==> config.mk <==
export PLATFORM = sky130hd
export DESIGN_NAME = neuron_input_sequencer_flat
export DESIGN_NICKNAME = d
export VERILOG_FILES = /design/src/rtl/neuron_input_sequencer_pkg.sv /design/src/rtl/neuron_input_sequencer_if.sv /design/src/rtl/neuron_input_sequencer_seq_vector_buffer.sv /design/src/rtl/neuron_input_sequencer.sv /design/src/flat_wrapper.sv
export SDC_FILE = /design/constraint.sdc
export NUM_CORES = 1
export LEC_CHECK = 0
export BUFFER_PORTS_ARGS = -buffer_cell sky130_fd_sc_hd__buf_2
export CORE_ASPECT_RATIO = 1.1
export CORE_UTILIZATION = 30
export CTS_CLUSTER_SIZE = 12
export DETAILED_ROUTE_END_ITERATION = 7
export PLACE_DENSITY = 0.59
export SLEW_MARGIN = 30
export SYNTH_ARGS = -nofsm -noshare
export SYNTH_HDL_FRONTEND = slang
export SYNTH_SLANG_ARGS = --single-unit
export TNS_END_PERCENT = 1
==> constraint.sdc <==
create_clock -name CLK -period 4.9 [get_ports CLK]
set_clock_uncertainty 0.2 [all_clocks]
set_input_delay 1.47 -clock CLK [delete_from_list [all_inputs] [get_ports CLK]]
set_output_delay 1.47 -clock CLK [all_outputs]
set_load 0.02 [all_outputs]
==> src/rtl/neuron_input_sequencer_pkg.sv <==
// Shared definitions for the neuron input sequencer: FSM encodings, the Flopoco
// 1.0 constant used by the optional bias slot, and the stored word width.
package neuron_input_sequencer_pkg;

  localparam logic [1:0] ST_LOAD      = 2'd0;
  localparam logic [1:0] ST_FULL_WAIT = 2'd1;
  localparam logic [1:0] ST_STREAM    = 2'd2;

  // Flopoco 1.0: exception field 2'b01 marks a normal number.
  localparam logic [33:0] FP_ONE_X2 = {2'b01, 32'h3F80_0000};
  localparam logic [31:0] FP_ONE_X0 = 32'h3F80_0000;

  function automatic int word_width(input int bit_width, input int extra_bits);
    return bit_width + extra_bits;
  endfunction

endpackage

==> src/rtl/neuron_input_sequencer_if.sv <==
// Load port, stream port and control signals of the neuron input sequencer.
interface neuron_input_sequencer_if #(
  parameter int W     = 34,
  parameter int DEPTH = 4
);
  localparam int IW = $clog2(DEPTH);

  // A load word transfers on a rising edge where IN_VALID and IN_READY are both 1;
  // DATA_OUT has no back-pressure and is valid exactly when DATA_VALID is 1.
  logic          IN_VALID;
  logic          IN_READY;
  logic [W-1:0]  IN_DATA;
  logic          START;
  logic          FLUSH;
  logic          FULL;
  logic [W-1:0]  DATA_OUT;
  logic          DATA_VALID;
  logic [IW-1:0] ELEM_IDX;
  logic          ACC_EN;
  logic          LAST;

  modport master (
    output IN_VALID, IN_DATA, START, FLUSH,
    input  IN_READY, FULL, DATA_OUT, DATA_VALID, ELEM_IDX, ACC_EN, LAST
  );

  modport slave (
    input  IN_VALID, IN_DATA, START, FLUSH,
    output IN_READY, FULL, DATA_OUT, DATA_VALID, ELEM_IDX, ACC_EN, LAST
  );

endinterface

==> src/rtl/neuron_input_sequencer_seq_vector_buffer.sv <==
// DEPTH x word register file holding one input vector: synchronous write,
// combinational read. Contents are not reset.
module seq_vector_buffer
  import neuron_input_sequencer_pkg::*;
#(
  parameter  int BIT_WIDTH  = 32,
  parameter  int EXTRA_BITS = 2,
  parameter  int DEPTH      = 4,
  localparam int W          = word_width(BIT_WIDTH, EXTRA_BITS),
  localparam int AW         = $clog2(DEPTH)
) (
  input  logic          clk,
  input  logic          we,
  input  logic [AW-1:0] waddr,
  input  logic [W-1:0]  wdata,
  input  logic [AW-1:0] raddr,
  output logic [W-1:0]  rdata
);

  logic [W-1:0] mem [DEPTH];

  always_ff @(posedge clk) begin
    if (we) mem[waddr] <= wdata;
  end

  assign rdata = mem[raddr];

endmodule

==> src/rtl/neuron_input_sequencer.sv <==
// Input-vector sequencer feeding one neuron MACC. Optional macro SEQ_BIAS_SLOT_EN
// makes element 0 a constant 1.0 and loads only DEPTH-1 words.
module neuron_input_sequencer
  import neuron_input_sequencer_pkg::*;
#(
  parameter int BIT_WIDTH  = 32,
  parameter int EXTRA_BITS = 2,
  parameter int DEPTH      = 4
) (
  input  logic                    CLK,
  input  logic                    RESET,
  neuron_input_sequencer_if.slave bus,
  output logic [1:0]              dbg_state
);

  localparam int W  = word_width(BIT_WIDTH, EXTRA_BITS);
  localparam int IW = $clog2(DEPTH);
  localparam int CW = $clog2(DEPTH + 1);
`ifdef SEQ_BIAS_SLOT_EN
  localparam int FIRST = 1;
  localparam logic [W-1:0] BIAS_ONE = (EXTRA_BITS == 2) ? W'(FP_ONE_X2) : W'(FP_ONE_X0);
`else
  localparam int FIRST = 0;
`endif
  localparam int N_LOAD = DEPTH - FIRST;

  logic [1:0]    state;
  logic [CW-1:0] wr_cnt;
  logic [IW-1:0] rd_idx;
  logic [IW-1:0] wr_addr;
  logic [W-1:0]  rd_word;
  logic [W-1:0]  elem_word;
  logic          load_hs;

  logic [W-1:0]  data_out_q;
  logic          data_valid_q;
  logic [IW-1:0] elem_idx_q;
  logic          acc_en_q;
  logic          last_q;

  // FLUSH wins over a simultaneous load handshake, so the write is gated by it.
  assign load_hs = bus.IN_VALID & bus.IN_READY & ~bus.FLUSH;
  assign wr_addr = IW'(wr_cnt) + IW'(FIRST);

  seq_vector_buffer #(
    .BIT_WIDTH  (BIT_WIDTH),
    .EXTRA_BITS (EXTRA_BITS),
    .DEPTH      (DEPTH)
  ) u_buf (
    .clk   (CLK),
    .we    (load_hs),
    .waddr (wr_addr),
    .wdata (bus.IN_DATA),
    .raddr (rd_idx),
    .rdata (rd_word)
  );

`ifdef SEQ_BIAS_SLOT_EN
  assign elem_word = (rd_idx == '0) ? BIAS_ONE : rd_word;
`else
  assign elem_word = rd_word;
`endif

  always_ff @(posedge CLK or posedge RESET) begin
    if (RESET) begin
      state        <= ST_LOAD;
      wr_cnt       <= '0;
      rd_idx       <= '0;
      data_out_q   <= '0;
      data_valid_q <= 1'b0;
      elem_idx_q   <= '0;
      acc_en_q     <= 1'b1;
      last_q       <= 1'b0;
    end else if (bus.FLUSH) begin
      state        <= ST_LOAD;
      wr_cnt       <= '0;
      rd_idx       <= '0;
      data_valid_q <= 1'b0;
      elem_idx_q   <= '0;
      acc_en_q     <= 1'b1;
      last_q       <= 1'b0;
    end else begin
      data_valid_q <= 1'b0;
      elem_idx_q   <= '0;
      acc_en_q     <= 1'b1;
      last_q       <= 1'b0;
      case (state)
        ST_LOAD: begin
          if (load_hs) begin
            wr_cnt <= wr_cnt + CW'(1);
            if (wr_cnt == CW'(N_LOAD - 1)) state <= ST_FULL_WAIT;
          end
        end
        ST_FULL_WAIT: begin
          if (bus.START) begin
            state  <= ST_STREAM;
            rd_idx <= '0;
          end
        end
        ST_STREAM: begin
          // Free-running: one element per cycle, START is not looked at here.
          data_out_q   <= elem_word;
          data_valid_q <= 1'b1;
          elem_idx_q   <= rd_idx;
          acc_en_q     <= (rd_idx != '0);
          last_q       <= (rd_idx == IW'(DEPTH - 1));
          if (rd_idx == IW'(DEPTH - 1)) begin
            state  <= ST_FULL_WAIT;
            rd_idx <= '0;
          end else begin
            rd_idx <= rd_idx + IW'(1);
          end
        end
        default: state <= ST_LOAD;
      endcase
    end
  end

  assign bus.IN_READY   = (state == ST_LOAD);
  assign bus.FULL       = (state == ST_FULL_WAIT) || (state == ST_STREAM);
  assign bus.DATA_OUT   = data_out_q;
  assign bus.DATA_VALID = data_valid_q;
  assign bus.ELEM_IDX   = elem_idx_q;
  assign bus.ACC_EN     = acc_en_q;
  assign bus.LAST       = last_q;
  assign dbg_state      = state;

endmodule

==> src/flat_wrapper.sv <==
// flat-port wrapper written by rule: the top's interface ports become plain ports
module neuron_input_sequencer_flat import neuron_input_sequencer_pkg::*;
#(
  parameter int BIT_WIDTH  = 32,
  parameter int EXTRA_BITS = 2,
  parameter int DEPTH      = 4
)
  (CLK, RESET, dbg_state, bus_IN_VALID, bus_IN_DATA, bus_START, bus_FLUSH, bus_IN_READY, bus_FULL, bus_DATA_OUT, bus_DATA_VALID, bus_ELEM_IDX, bus_ACC_EN, bus_LAST);
  neuron_input_sequencer_if #(.W((34)), .DEPTH(DEPTH)) bus_i ();
  input  logic CLK;
  input  logic RESET;
  output logic [1:0] dbg_state;
  input wire logic [$bits(bus_i.IN_VALID)-1:0] bus_IN_VALID;
  input wire logic [$bits(bus_i.IN_DATA)-1:0] bus_IN_DATA;
  input wire logic [$bits(bus_i.START)-1:0] bus_START;
  input wire logic [$bits(bus_i.FLUSH)-1:0] bus_FLUSH;
  output wire logic [$bits(bus_i.IN_READY)-1:0] bus_IN_READY;
  output wire logic [$bits(bus_i.FULL)-1:0] bus_FULL;
  output wire logic [$bits(bus_i.DATA_OUT)-1:0] bus_DATA_OUT;
  output wire logic [$bits(bus_i.DATA_VALID)-1:0] bus_DATA_VALID;
  output wire logic [$bits(bus_i.ELEM_IDX)-1:0] bus_ELEM_IDX;
  output wire logic [$bits(bus_i.ACC_EN)-1:0] bus_ACC_EN;
  output wire logic [$bits(bus_i.LAST)-1:0] bus_LAST;
  assign bus_i.IN_VALID = bus_IN_VALID;
  assign bus_i.IN_DATA = bus_IN_DATA;
  assign bus_i.START = bus_START;
  assign bus_i.FLUSH = bus_FLUSH;
  assign bus_IN_READY = bus_i.IN_READY;
  assign bus_FULL = bus_i.FULL;
  assign bus_DATA_OUT = bus_i.DATA_OUT;
  assign bus_DATA_VALID = bus_i.DATA_VALID;
  assign bus_ELEM_IDX = bus_i.ELEM_IDX;
  assign bus_ACC_EN = bus_i.ACC_EN;
  assign bus_LAST = bus_i.LAST;
  neuron_input_sequencer #(.BIT_WIDTH(BIT_WIDTH), .EXTRA_BITS(EXTRA_BITS), .DEPTH(DEPTH)) u_core (.CLK(CLK), .RESET(RESET), .bus(bus_i), .dbg_state(dbg_state));
endmodule
==> metrics.txt <==
via count=3636; flops & latches, synth=182; Cell Area, Placed=7750 µm²; Mapped Cells=394; io pins=82; DRT antenna net count=0; Synth area leaders=edfxtp_1 58%, dfrtp_1 16%, mux2i_1 9.9%; Resized cells post-CTS=0; largest net degree at the start of global routing=38; Synth top area share=57.8%; post-synth top area cell=edfxtp_1; Leak=0.00300 µW; Critical Path AT=1.47 ns; Avg WL per Cell=17.6 µm; post-detail-place hpwl=8450 µm; most common cell after layout, fill and taps aside=edfxtp_1; Rel. slew slack=36.7%; element type at the critical path end=output port; DIE AREA=24200 µm²; worst path required time=3.23 ns; Vias/cell=4.60; Setup Crit Path Kind=flip-flop to output port; final hold slack=0.290 ns; TritonCTS buffer count=17; syn_nets=444; grt ovf=0; syn_area_per_cell=17.9 µm²; first-pass GRT wire length=21000 µm; startpoint class of the critical path=flip-flop; hold crit path type=flip-flop to flip-flop; # DRC=0; gpl congestion=0.726; CTS max path bufs=2; post-route cell area=8370 µm²; worst vdd ir=0.000292 V; Slew Limit Fails=0; Critical Path Fanout Max=7; Antenna Cells=0; routed wire length=14000 µm; Yosys Warn Count=0; Worst Reg-to-Reg Cells=5; register area share after synthesis=74.1%; worst hold stages=2; Die Ht=163 µm; CTS Hold Bufs=0; # setup viols final=0; Worst-Margin Slew=0.950 ns; Final period util=64.0%; Starting Density=30.7%; commonest cells after routing, fill and taps aside=136 x edfxtp_1, 81 x buf_2, 70 x mux2i_1; initial antenna violation count=0; outcome=complete, no violations; share of cells above drive strength 1=31.8%; area grow syn2layout=18.5%; post-synth cell types=26; root buf cell=clkbuf_16; post-CTS setup repair buffer count=0; die width=148 µm; RSZ-0062 raised after global routing=false; min cycle time layout=3.14 ns; Core Box Area=23000 µm²; input/output buffers=81; starting DRC count in detailed routing=169; setup TNS=0 ns; P per Cell Area=487 nW/µm²; Final Net Count=528; GRT Overall Usage=12.0%; H-tree levels=4; clock slew at reported path FFs=0.07 ns; FMAX=319 MHz; TritonCTS clock tree=built; clk sinks=182; drt pass-1 iters=4; maxcap violations=0; Final Hold Vio Count=0; Mapped Area=7060 µm²; row count=58; vias in the first global route=3766; worst skew pair latency=0.42 ns
[where the power goes]
group	internal (µW)	switching [µW]
Sequential	1880	131
Combinational	264	455
Clock	762	583
Total	2910	1170
[cell type report]
| type | instances | area, µm² |
|---|---|---|
| timing repair buffer | 84 | 460 |
| multi-input combinational | 181 | 1650 |
| fill | 2107 | 14600 |
| clock inverter | 15 | 166 |
| tap | 300 | 375 |
| sequential | 182 | 5240 |
| clock buffer | 17 | 425 |
| inverter | 12 | 50.0 |
[synthesized netlist by cell type, drive strengths merged]
| library cell | n |
|---|---|
| inv | 12 |
| a222oi | 1 |
| mux2i | 70 |
| nand3 | 1 |
| xnor2 | 1 |
| o21a | 1 |
| o221ai | 34 |
| ha | 11 |
| buf | 16 |
| clkbuf | 3 |
| edfxtp | 136 |
| a21oi | 3 |
| and2 | 4 |
| dfrtp | 45 |
| a32oi | 2 |
| nor2 | 8 |
| a311oi | 1 |
| nand2 | 40 |
| dfstp | 1 |
| nand2b | 4 |
[layer usage]
layer | routed length, µm | track usage, % | vias up
met4 | 210 | 5.25 | 0
met2 | 6930 | 20.0 | 114
met1 | 6060 | 14.6 | 1832
met5 | 0 | 0 | -
met3 | 757 | 3.31 | 13
li1 | - | - | 1677
[sequential cells by signal, indices dropped and copies added (netlist names)]
register,flops
u_core.bus.LAST,1
u_core.dbg_state,2
u_core.rd_idx,2
u_core.bus.DATA_OUT,34
u_core.wr_cnt,3
u_core.bus.ACC_EN,1
u_core.bus.ELEM_IDX,2
u_core.u_buf.mem,136
u_core.bus.DATA_VALID,1
[cells by family after synthesis]
logic type,Yosys count,share of synthesized area (%)
xor+xnor,1,0.124
fa+ha+maj,11,1.95
buf+inv,31,2.60
mux,70,9.92
flops,182,74.1
compound gates,42,7.62
simple gates,57,3.65
[worst max-delay path: stages, from the launching register on]
cell	delay (ns)
dfrtp_1	0.41
inv_1	0.12
ha_1	0.30
buf_2	0.21
[per-stage QoR]
step	cells	worst slack (ns)	util, %	total power (µW)
6_report	791	1.76	36.4	4080
5_1_grt	791	1.69	36.4	4250
4_1_cts	790	1.75	36.2	4120
3_5_place_dp	758	1.47	33.7	2770
3_3_place_gp	757	1.56	33.6	2750
2_1_floorplan	394	1.71	-	2460
[final timing paths]
kind / startpoint / to / slack, ns
worst max-delay path: u_core.dbg_state[1]$_DFFE_PP0P_ / bus_IN_READY / 1.76
worst min-delay path: u_core.bus.DATA_OUT[13]$_DFFE_PP0P_ / u_core.bus.DATA_OUT[13]$_DFFE_PP0P_ / 0.29
worst max register to register: u_core.dbg_state[1]$_DFFE_PP0P_ / u_core.u_buf.mem[0][2]$_DFFE_PP_ / 2.29
worst min register to register: u_core.bus.DATA_OUT[13]$_DFFE_PP0P_ / u_core.bus.DATA_OUT[13]$_DFFE_PP0P_ / 0.29
max in group asynchronous: RESET / u_core.bus.DATA_OUT[11]$_DFFE_PP0P_ / 2.77
min in group asynchronous: RESET / u_core.bus.DATA_OUT[1]$_DFFE_PP0P_ / 0.97
Power figures use the tool's default switching activity.
